$ cat src/rtl/fifo_flops_push_credit_vc.sv
// fifo_flops_push_credit_vc: multi-channel flop FIFO with per-channel credit mirror, credit return and round-robin pop
module fifo_flops_push_credit_vc #(
  parameter int NUM_CHANNELS = 2,
  parameter int DEPTH = 4,
  parameter int DATA_WIDTH = 8,
  localparam int CW = $clog2(DEPTH + 1),
  localparam int CHW = NUM_CHANNELS > 1 ? $clog2(NUM_CHANNELS) : 1
) (
  input  logic                         clk,
  input  logic                         rst_n,
  input  logic                         push_sender_in_reset,
  output logic                         push_receiver_in_reset,
  input  logic                         push_credit_stall,
  output logic [NUM_CHANNELS-1:0]      push_credit,
  input  logic                         push_valid,
  input  logic [CHW-1:0]               push_channel,
  input  logic [DATA_WIDTH-1:0]        push_data,
  input  logic [NUM_CHANNELS*CW-1:0]   credit_initial_push,
  input  logic [NUM_CHANNELS*CW-1:0]   credit_withhold_push,
  output logic [NUM_CHANNELS*CW-1:0]   credit_count_push,
  output logic [NUM_CHANNELS*CW-1:0]   credit_available_push,
  output logic [NUM_CHANNELS-1:0]      push_full,
  output logic                         push_overflow,
  input  logic                         pop_ready,
  output logic                         pop_valid,
  output logic [CHW-1:0]               pop_channel,
  output logic [DATA_WIDTH-1:0]        pop_data,
  output logic [NUM_CHANNELS*CW-1:0]   pop_items,
  output logic [NUM_CHANNELS-1:0]      pop_empty
);
  localparam int PW = $clog2(DEPTH);
  localparam logic [CW-1:0] DMAX = CW'(DEPTH);
  typedef enum logic [1:0] {INIT, RUN, SRST} state_t;
  state_t r_state, w_state_nx;
  logic [CW-1:0] r_cnt [NUM_CHANNELS];
  logic [CW-1:0] r_pend [NUM_CHANNELS];
  logic [CW-1:0] r_items [NUM_CHANNELS];
  logic [PW-1:0] r_wp [NUM_CHANNELS];
  logic [PW-1:0] r_rp [NUM_CHANNELS];
  logic [DATA_WIDTH-1:0] r_mem [NUM_CHANNELS][DEPTH];
  logic [CW-1:0] w_init [NUM_CHANNELS];
  logic [CW-1:0] w_avail [NUM_CHANNELS];
  logic [CW-1:0] w_cnt_nx [NUM_CHANNELS];
  logic [NUM_CHANNELS-1:0] r_pc, w_push, w_pop, w_ret, w_empty;
  logic [CHW-1:0] r_rr, r_lock_ch, w_sel;
  logic r_lock, r_overflow, w_run, w_flush, w_acc, w_found;
  assign w_run = r_state == RUN && !push_sender_in_reset;
  assign w_flush = r_state == SRST || (r_state == RUN && push_sender_in_reset);
  assign w_acc = push_valid && w_run && int'(push_channel) < NUM_CHANNELS && w_avail[push_channel] != '0;
  assign push_receiver_in_reset = r_state != RUN || push_sender_in_reset;
  assign push_overflow = r_overflow;
  assign push_credit = r_pc;
  assign pop_valid = |(~w_empty);
  assign pop_channel = w_sel;
  assign pop_empty = w_empty;
  assign pop_data = pop_valid ? r_mem[w_sel][r_rp[w_sel]] : '0;
  always_comb w_state_nx = r_state == INIT ? RUN : push_sender_in_reset ? SRST : r_state == SRST ? INIT : RUN;
  always_comb begin
    for (int c = 0; c < NUM_CHANNELS; c++) begin
      w_init[c] = credit_initial_push[c*CW +: CW] > DMAX ? DMAX : credit_initial_push[c*CW +: CW];
      w_avail[c] = r_cnt[c] > credit_withhold_push[c*CW +: CW] ? r_cnt[c] - credit_withhold_push[c*CW +: CW] : '0;
      w_empty[c] = r_items[c] == '0;
    end
  end
  // A held (stalled) presentation keeps its channel even if an earlier channel fills meanwhile
  always_comb begin
    int j;
    w_sel = r_lock_ch;
    w_found = r_lock;
    for (int i = 0; i < NUM_CHANNELS; i++) begin
      j = int'(r_rr) + i;
      j = j >= NUM_CHANNELS ? j - NUM_CHANNELS : j;
      if (!w_found && !w_empty[j]) begin
        w_sel = CHW'(j);
        w_found = 1'b1;
      end
    end
  end
  always_comb begin
    w_push = '0;
    w_pop = '0;
    w_ret = '0;
    push_full = '0;
    credit_count_push = '0;
    credit_available_push = '0;
    pop_items = '0;
    for (int c = 0; c < NUM_CHANNELS; c++) begin
      w_push[c] = w_acc && push_channel == CHW'(c);
      w_pop[c] = pop_valid && pop_ready && w_sel == CHW'(c);
      w_ret[c] = w_run && !push_credit_stall && r_pend[c] != '0;
      w_cnt_nx[c] = (w_ret[c] && !w_push[c] && r_cnt[c] == DMAX) ? DMAX : r_cnt[c] - CW'(w_push[c]) + CW'(w_ret[c]);
      push_full[c] = w_avail[c] == '0;
      credit_count_push[c*CW +: CW] = r_cnt[c];
      credit_available_push[c*CW +: CW] = w_avail[c];
      pop_items[c*CW +: CW] = r_items[c];
    end
  end
  always_ff @(posedge clk or negedge rst_n) begin
    if (!rst_n) begin
      r_state <= INIT;
      r_rr <= '0;
      r_lock <= 1'b0;
      r_lock_ch <= '0;
      r_overflow <= 1'b0;
      r_pc <= '0;
      for (int c = 0; c < NUM_CHANNELS; c++) begin
        r_cnt[c] <= '0;
        r_pend[c] <= '0;
        r_items[c] <= '0;
        r_wp[c] <= '0;
        r_rp[c] <= '0;
      end
    end else begin
      r_state <= w_state_nx;
      r_overflow <= r_overflow | (push_valid && w_run && !w_acc);
      r_lock <= !w_flush && pop_valid && !pop_ready;
      r_lock_ch <= w_sel;
      r_pc <= w_ret;
      if (pop_valid && pop_ready) r_rr <= w_sel == CHW'(NUM_CHANNELS - 1) ? '0 : w_sel + CHW'(1);
      for (int c = 0; c < NUM_CHANNELS; c++) begin
        r_cnt[c] <= (r_state == INIT || w_flush) ? w_init[c] : w_cnt_nx[c];
        r_pend[c] <= w_flush ? '0 : r_pend[c] + CW'(w_pop[c]) - CW'(w_ret[c]);
        r_items[c] <= w_flush ? '0 : r_items[c] + CW'(w_push[c]) - CW'(w_pop[c]);
        r_wp[c] <= w_flush ? '0 : !w_push[c] ? r_wp[c] : r_wp[c] == PW'(DEPTH - 1) ? '0 : r_wp[c] + PW'(1);
        r_rp[c] <= w_flush ? '0 : !w_pop[c] ? r_rp[c] : r_rp[c] == PW'(DEPTH - 1) ? '0 : r_rp[c] + PW'(1);
      end
    end
  end
  always_ff @(posedge clk) begin
    for (int c = 0; c < NUM_CHANNELS; c++)
      if (w_push[c]) r_mem[c][r_wp[c]] <= push_data;
  end
endmodule

$ cat config.mk
export PLATFORM = sky130hd
export DESIGN_NAME = fifo_flops_push_credit_vc
export DESIGN_NICKNAME = d
export VERILOG_FILES = /design/src/rtl/fifo_flops_push_credit_vc.sv
export SDC_FILE = /design/constraint.sdc
export NUM_CORES = 1
export LEC_CHECK = 0
export CAP_MARGIN = 20
export CORE_MARGIN = 2
export CORE_UTILIZATION = 45
export CTS_BUF_LIST = sky130_fd_sc_hd__clkbuf_2
export DETAILED_ROUTE_END_ITERATION = 12
export GPL_TIMING_DRIVEN = 1
export PLACE_DENSITY_LB_ADDON = 0.3
export SLEW_MARGIN = 40
export SYNTH_ARGS = -nofsm -noshare
export SYNTH_HDL_FRONTEND = slang
export SYNTH_SLANG_ARGS = --single-unit
$ cat constraint.sdc
create_clock -name clk -period 8.3 [get_ports clk]
set_input_delay 1.66 -clock clk [delete_from_list [all_inputs] [get_ports clk]]
set_output_delay 1.66 -clock clk [all_outputs]
set_load 0.05 [all_outputs]
**Word level (Yosys, flattened, before mapping)**

Memories as Yosys holds them, arrays and structs flattened.
Index checks and enable logic that the tools add are counted.

- Add/subtract/negate cells: 22
- Magnitude comparators: 15
- Equal/unequal tests: 9
- Muxes and demuxes: 60
- Bitwise gates (word level): 9
- Reduce and logical (&&, ||, !) cells: 51

Operator list:

| kind | number |
|---|---|
| two-way mux 32 bit | 6 |
| < comparator 32 x 3 -> 1 bit, second input constant | 2 |
| two-way mux 3 bit | 15 |
| two-way mux 8 bit | 5 |
| two-way mux 2 bit | 17 |
| demux 8 bit (select 2 bit) | 2 |
| OR reduction 32 bit | 1 |
| logical AND 1 bit | 23 |
| adder 3 x 1 -> 3 bit | 6 |
| subtractor 3 x 1 -> 3 bit | 6 |
| binary-select mux 8 bit (select 2 bit) | 1 |
| two-way mux 1 bit | 14 |
| logical NOT 3 bit | 4 |
| logical NOT 1 bit | 11 |
| equality test 2 bit, second input constant | 5 |
| greater-or-equal comparator 3 bit, second input constant | 3 |
| NOT 2 -> 3 bit | 3 |
| nonzero test 3 bit | 3 |
| adder 2 x 1 -> 2 bit, second input constant | 4 |
| nonzero test 2 bit | 4 |
| equality test 3 bit, second input constant | 2 |
| greater-or-equal comparator 2 bit, second input constant | 3 |
| greater-than comparator 3 bit | 2 |
| greater-than comparator 3 bit, second input constant | 2 |
| other kinds (16) | 22 |

- Bits in registers: 34
- RAM bits: 64
- Input bits: 27
- Output and inout bits: 36
- Memories: 1

Memory list:

| memory | depth | bits a word | rd ports | clocked after Yosys merged registers in | wr ports | RTL line | RTL |
|---|---|---|---|---|---|---|---|
| r_mem | 2 | 32 | 1 | 0 | 1 | 40 | `logic [DATA_WIDTH-1:0] r_mem [NUM_CHANNELS][DEPTH];` |

**Longest topological paths before layout**

Gate-level depths: netlist (run 1).

- Depth in word-level cells: 20
- Mapped depth: 15

**Least setup slack after synthesis (run 1)**

OpenSTA, ideal clock, no wires.

- Kind: input to output
- Start point: in credit_withhold_push[0]
- End point: out credit_available_push[2]
- Data arrival time: 3167 ps
- Slack: 3473 ps
- Stages on the path: 5
- Path buffers: 0
- Cell sequence: ha_1 inv_1 fa_1 mux2_2 nor2_1

- Longest elaborated chain between the ends: 2
- Elaborated cells on any way between the ends: 3
- Classes of those cells: add/sub (1); order compare (1); mux (1)

RTL lines:

| what | RTL line | RTL |
|---|---|---|
| from (decl) | 19 | `input logic [NUM_CHANNELS*CW-1:0] credit_withhold_push,` |
| subtractor 3 bit or greater-than comparator 3 bit (tied branches) | 61 | `w_avail[c] = r_cnt[c] > credit_withhold_push[c*CW +: CW] ? r_cnt[c] - credit_withhold_push[c*CW +: CW] : '0;` |
| two-way mux 3 bit * | 61 |  |
| to (decl) | 21 | `output logic [NUM_CHANNELS*CW-1:0] credit_available_push,` |

Mark *: on every way between the ends. The rest lies on a longest branch, timed or not.

**Worst setup path after layout (run 1)**

- Start point: in credit_withhold_push[3]
- End point: out push_full[1]

- Longest elaborated chain between the ends: 3
- Elaborated cells on any way between the ends: 4
- Classes of those cells: add/sub (1); order compare (1); mux (1); reduce/logical (1)

RTL lines:

| what | RTL line | RTL |
|---|---|---|
| subtractor 3 bit or greater-than comparator 3 bit (tied branches) | 61 |  |
| two-way mux 3 bit * | 61 |  |
| logical NOT 3 bit * | 92 | `push_full[c] = w_avail[c] == '0;` |
| to (decl) | 22 | `output logic [NUM_CHANNELS-1:0] push_full,` |

Marked as above.

==> summary.md, run 1 <==
| Metric | Value |
|---|---|
| Tot Pwr | 1.952 mW |
| Flop pwr share | 0.338 |
| Internal | 1.054 mW |
| Final worst-path cycle share | 0.7015 |
| Synth area leader | edfxtp_1 |
| Worst-path fanout max | 3 |
| Syn Nets | 429 |
| Gr usage total | 0.1767 |
| ANT cells | 0 |
| Post-Synthesis Cell Area | 4898 um^2 |
| Most common cell in the synthesized netlist | edfxtp_1 |
| WP data arrival | 4.16 ns |
| CTS root buf | clkbuf_2 |
| Die area | 11740 um^2 |
| TritonCTS clock tree | yes |
| Place WS | 2.469 ns |
| Rel. slew slack | 0.5366 |
| Gr ovfl total | 0 |
| Vias | 3005 |
| CTS clk-pin slew, worst paths | 0.22 ns |
| Fin crit period | 5.822 ns |
| FMAX | 171.8 MHz |
| Count of pins over their slew limit | 0 |
| Sequential share of the synthesized area | 0.5660 |
| Vias in the first global route | 3022 |
| Vias per Instance | 5.226 |
| Num CTS Buffers | 9 |
| Worst-margin pin slew | 0.6921 ns |
| Sw Ratio | 0.4598 |
| Filler cell count in the final layout | 930 |
| Worst path slowest cell | clkdlybuf4s50_1 |
| Data required, critical path | 6.64 ns |
| Gate Count Post-Synth | 364 |
| CTS resizes | 0 |
| Total core area | 10750 um^2 |
| Routed WL | 9.443 mm |
| Largest buffer count on any clock path | 2 |
| Clk Latency, worst-skew pair | 0.58 ns |
| Commonest cells in the synthesized netlist | 64 x edfxtp_1, 43 x inv_1, 34 x dfrtp_1 |
| Setup violators final | 0 |
| Critical path launch point type | input pin |
| Final hold viol count | 0 |
| Power density over the cells | 338.2 nW/um^2 |
| DR iter-0 viols | 222 |
| Sw power | 0.8974 mW |
| Worst Hold Class | reg -> reg |
| Antenna violations before repair | 0 |
| Postcts setup bufs | 0 |
| Starting density of the core | 0.4559 |
| Layout cells sized above 1 | 0.1034 |
| Clock skew | 0.02510 ns |
| Synth Flop Type | edfxtp_1 |
| Worst setup margin | 2.478 ns |
| First-pass GRT wire length | 15.32 mm |
| RSZ-0062 raised after global routing | no |
| DRT antenna net count | 0 |
| Crit Path Class | in -> out |
| IO Pins | 63 |
| Syn. warnings | 0 |
| Async S/R FF share, synth | 0.3469 |
| Largest net degree at the start of global routing | 35 |
| Top-area cell type share of the netlist area | 0.3923 |
| CP peak stage delay | 0.79 ns |
| # DRC | 0 |
| Drt first pass iters | 4 |
| Die Y | 108.3 um |
| Die W | 108.3 um |
| Placed inst area | 5659 um^2 |
| Synth cell types | 51 |
| Nets | 495 |
| Clk pwr share | 0.116 |
| Post-synth EDFFs | 64 |
| Area Growth Syn to Fin | 17.80% |
| GPL Wtd Cong | 0.8296 |
| IO buf count | 62 |
| Worst vdd ir | 0.2382 mV |
| Max-cap violations | 0 |
| Leading post-synthesis cells by cell area | edfxtp_1 39%, dfrtp_1 17%, ha_1 7.7% |
| Cts hold-fix bufs | 0 |
| Row cnt | 38 |
| Detail-routed net length per standard cell | 16.42 um |
| Pleak | 2.302 nW |
| CP cell instances | clkdlybuf4s50_1 -> ha_1 -> inv_1 -> fa_1 -> xor2_1 -> o21ai_0 -> nand2_1 -> nand2_1 -> clkdlybuf4s50_1 |
| Run status | completed |
| Post-Layout Inst Area | 5771 um^2 |
| H-Tree Level Count | 3 |
| Multi-input gate area | 1917 um^2 |
| Post-DP HPWL | 6.774 mm |
| Final core occ | 0.5370 |
| Gate power share | 0.546 |
| Clock sinks | 98 |
| Avg Cell Area, Syn | 13.46 um^2 |
| Setup TNS | 0 ns |
| #FFs+latches synth | 98 |
| FF/Latch Area | 2773 um^2 |
| CP Capture Type | primary output |
metal layers:
layer	share of wire	up-vias	wire length, um	GRT usage
met2	0.49	64	4658	0.2929
met1	0.45	1492	4237	0.2346
li1	-	1436	-	-
met3	0.040	13	377	0.02833
met5	0	-	0	0
met4	0.018	0	170	0.06960
cell usage in the layout, fill, tap and decap left out, types with 3 or more instances in the layout:
master	netlist	final
nor2b_1	3	3
edfxtp_1	64	64
a22o_1	4	4
and2_1	16	16
clkdlybuf4s50_1	0	62
nand2_1	23	23
or3_1	4	4
a21oi_1	12	12
o21ai_0	13	13
dfrtp_1	34	34
inv_1	43	43
nand3_1	10	10
clkbuf_2	2	11
fa_1	8	8
mux2i_1	6	6
mux4_2	16	16
ha_1	30	30
nor2_1	17	16
nor2_2	2	3
o31ai_1	4	4
xor2_1	4	4
xnor2_1	10	10
registers in the layout, summed over array words and instances (netlist names), 2 cells and up:
signal	flops
r_rp	4
r_pend	6
pop_items	6
push_credit	2
credit_count_push	6
r_mem	64
r_state	2
r_wp	4
metrics by stage:
step,hold WS [ns],cells
final,0.4985,575
after global routing,0.5412,575
after CTS,0.5074,575
after detailed placement,0.4525,559
after global placement,0.4459,559
after floorplan,0.5188,364
layout make-up:
class | instances | share of cell area
clock buffers | 11 | 0.009540
clock inverters | 5 | 0.009757
inverters | 44 | 0.02884
multi-input cells | 214 | 0.3322
flip-flops and latches | 98 | 0.4805
well taps | 140 | 0.03036
repair buffers | 63 | 0.1088
cells by family after synthesis:
group | share of synthesized area
AO/OA/AOI/OAI | 0.07536
XOR/XNOR | 0.02503
adder cells (fa/ha/maj) | 0.1093
buffers and inverters | 0.04316
flip-flops | 0.5660
multiplexers | 0.09042
AND/OR/NAND/NOR | 0.09068
power groups by stage:
| stage | registers, mW | clock network, mW | logic, mW |
|---|---|---|---|
| 3_3_place_gp | 0.669 | 0 | 1.05 |
| 5_1_grt | 0.674 | 0.256 | 1.15 |
| 6_report | 0.660 | 0.227 | 1.06 |
| 2_1_floorplan | 0.703 | 0 | 0.728 |
| 3_5_place_dp | 0.671 | 0 | 1.07 |
| 4_1_cts | 0.662 | 0.233 | 1.07 |
worst max-delay path: cells and delay by family:
kind | cells | cell delay [ns]
compound gates | 1 | 0.29
fa+ha+maj | 2 | 0.57
xor+xnor | 1 | 0.17
simple gates | 2 | 0.16
buf+inv | 3 | 1.31
final timing paths:
check / cells after the start / end / start / slack [ns]
setup / recovery: 9 / push_full[1] / credit_withhold_push[3] / 2.48
hold / removal: 2 / push_overflow / push_overflow / 0.50
setup reg to reg: 13 / credit_count_push[4] / credit_count_push[3] / 4.82
hold reg to reg: 2 / push_overflow / push_overflow / 0.50
max in group asynchronous: 2 / push_overflow / rst_n / 6.50
min in group asynchronous: 2 / r_rp[2] / rst_n / 1.46
Note: power is estimated with default switching activity, not from simulation.
==> run 2, diff against run 1 <==
Clock period 8.3 ns to 5.8 ns, I/O delays scaled along.
==> run 2 against run 1 <==
Net effect:
- routed wire length rose by 1.9%
- largest power group unchanged
- clock skew is 0.0044 ns lower
- highest routed layer unchanged
- register-to-register slack worse by 2.5 ns
==> summary.md, run 2 (synthesis gave the netlist of run 1 again) <==
| Metric | Value |
|---|---|
| Run status | completed |
| Postcts setup bufs | 0 (unchanged) |
| Routed WL | 9.623 mm (+1.9%) |
| DR iter-0 viols | 204 (-8.1%) |
| RSZ-0062 raised after global routing | no |
| Commonest non-fill, non-tap cells in the layout | 64 x edfxtp_1, 62 x clkdlybuf4s50_1, 43 x inv_1, 34 x dfrtp_1, 30 x ha_1 |
| Area Growth Syn to Fin | 17.88% (about the same) |
| Num CTS Buffers | 9 (unchanged) |
| WP data arrival | 3.66 ns (-0.50 ns) |
| Worst-path fanout max | 3 (unchanged) |
| Antenna violations before repair | 0 (unchanged) |
| CTS resizes | 0 (unchanged) |
| GPL Wtd Cong | 0.8289 (about the same) |
| Largest net degree at the start of global routing | 35 (unchanged) |
| Worst-margin pin slew | 0.6914 ns (-0.0007446 ns) |
| Row cnt | 38 (unchanged) |
| Total core area | 10750 um^2 (unchanged) |
| FMAX | 207.3 MHz |
| Post-DP HPWL | 6.813 mm (+0.58%) |
| Commonest non-fill, non-tap cell in the layout | edfxtp_1 |
| Clock skew | 0.02073 ns (-0.004369 ns) |
| # DRC | 0 (unchanged) |
| Gr ovfl total | 0 (unchanged) |
| Vias | 3029 (+0.80%) |
| TritonCTS clock tree | yes |
| Nets | 495 (unchanged) |
| Die W | 108.3 um (unchanged) |
| Setup TNS | 0 ns (unchanged) |
| Worst Hold Class | reg -> reg |
| Vias in the first global route | 3055 (+1.1%) |
| Detail-routed net length per standard cell | 16.71 um (+1.7%) |
| Layout cells sized above 1 | 0.1057 (+0.002299) |
| Clk Latency, worst-skew pair | 0.59 ns (about the same) |
| Number of flip-flops in the largest register | 64 (unchanged) |
| Pleak | 2.305 nW (+0.11%) |
| Clock sinks | 98 (unchanged) |
| Starting density of the core | 0.4559 (unchanged) |
| Setup violators final | 0 (unchanged) |
| Largest buffer count on any clock path | 2 (unchanged) |
| Final core occ | 0.5374 (about the same) |
| Data required, critical path | 4.64 ns (-2.00 ns) |
| IO buf count | 62 (unchanged) |
| First-pass GRT wire length | 15.34 mm (+0.13%) |
| Worst vdd ir | 0.3665 mV (+54%) |
| Crit Path Class | in -> out |
| IO Pins | 63 (unchanged) |
| Die Y | 108.3 um (unchanged) |
| Die area | 11740 um^2 (unchanged) |
| Final worst-path cycle share | 0.8317 |
| Gr usage total | 0.1781 (+0.001347) |
| Max-cap violations | 0 (unchanged) |
| CP Capture Type | primary output |
| Final hold viol count | 0 (unchanged) |
| Drt first pass iters | 4 (unchanged) |
| Vias per Instance | 5.259 (+0.62%) |
| H-Tree Level Count | 3 (unchanged) |
| Cts hold-fix bufs | 0 (unchanged) |
| DRT antenna net count | 0 (unchanged) |
| Count of pins over their slew limit | 0 (unchanged) |
| Reg2reg setup slack | 2.35 ns (-2.47 ns) |
| Power density over the cells | 485.4 nW/um^2 (+44%) |
| Fin crit period | 4.824 ns |
| CTS clk-pin slew, worst paths | 0.23 ns (about the same) |
| Critical path launch point type | input pin |
| CTS root buf | clkbuf_2 |
| Rel. slew slack | 0.5370 (about the same) |
| WHS | 0.5007 ns (+0.002261 ns) |
run 2: cell types whose count changed in the layout (fill, tap and decap cells not counted):
| cell | change |
|---|---|
| clkbuf_2 | +1 |
| clkinv_1 | -1 |
| diode_2 | +1 |
run 2: area by class of cell:
cell class                      instances  area (um^2)
Fill cell                             944         4971
Sequential cell                        98         2773
Multi-Input combinational cell        214         1917
Timing Repair Buffer                   63        628.1
Tap cell                              140        175.2
Inverter                               44        166.4
Clock buffer                           12        60.06
Clock inverter                          4        52.55
Antenna cell                            1        2.502
run 2: metal layers:
layer | share of wire | global-route usage | wire [um] | vias up
met5 | 0 | 0 | 0 | -
met2 | 0.49 | 0.2947 | 4732 | 69
met4 | 0.021 | 0.06960 | 203 | 0
met3 | 0.043 | 0.03496 | 417 | 16
met1 | 0.44 | 0.2328 | 4270 | 1507
li1 | - | - | - | 1437
run 2: path summary, 6_finish.rpt:
kind                                         start  cells past startpoint                   end
setup / recovery           credit_withhold_push[0]                      9          push_full[0]
hold / removal                       push_overflow                      2         push_overflow
setup reg to reg              credit_count_push[3]                     13  credit_count_push[4]
hold reg to reg                      push_overflow                      2         push_overflow
max in group asynchronous                    rst_n                      2          pop_items[4]
min in group asynchronous                    rst_n                      2  credit_count_push[5]
run 2: power by group:
group / internal [mW] / switching [mW]
Clock: 0.107 / 0.226
Sequential: 0.823 / 0.122
Combinational: 0.582 / 0.942
run 2: critical path, stage by stage:
cell	delay (ns)
clkdlybuf4s50_1	0.47
ha_1	0.17
inv_1	0.05
fa_1	0.40
xor2_1	0.17
o21ai_0	0.28
nand2_1	0.09
nand2_1	0.07
clkdlybuf4s50_1	0.80
run 2: metrics by stage:
stage | power (mW) | std cells | instance area (um^2) | setup WS [ns]
after floorplan | 2.048 | 364 | 4898 | 1.973
after global placement | 2.458 | 559 | 5657 | 1.026
after detailed placement | 2.486 | 559 | 5659 | 0.9852
after CTS | 2.816 | 575 | 5772 | 0.9705
after global routing | 2.967 | 575 | 5772 | 0.8458
final | 2.803 | 576 | 5774 | 0.9761
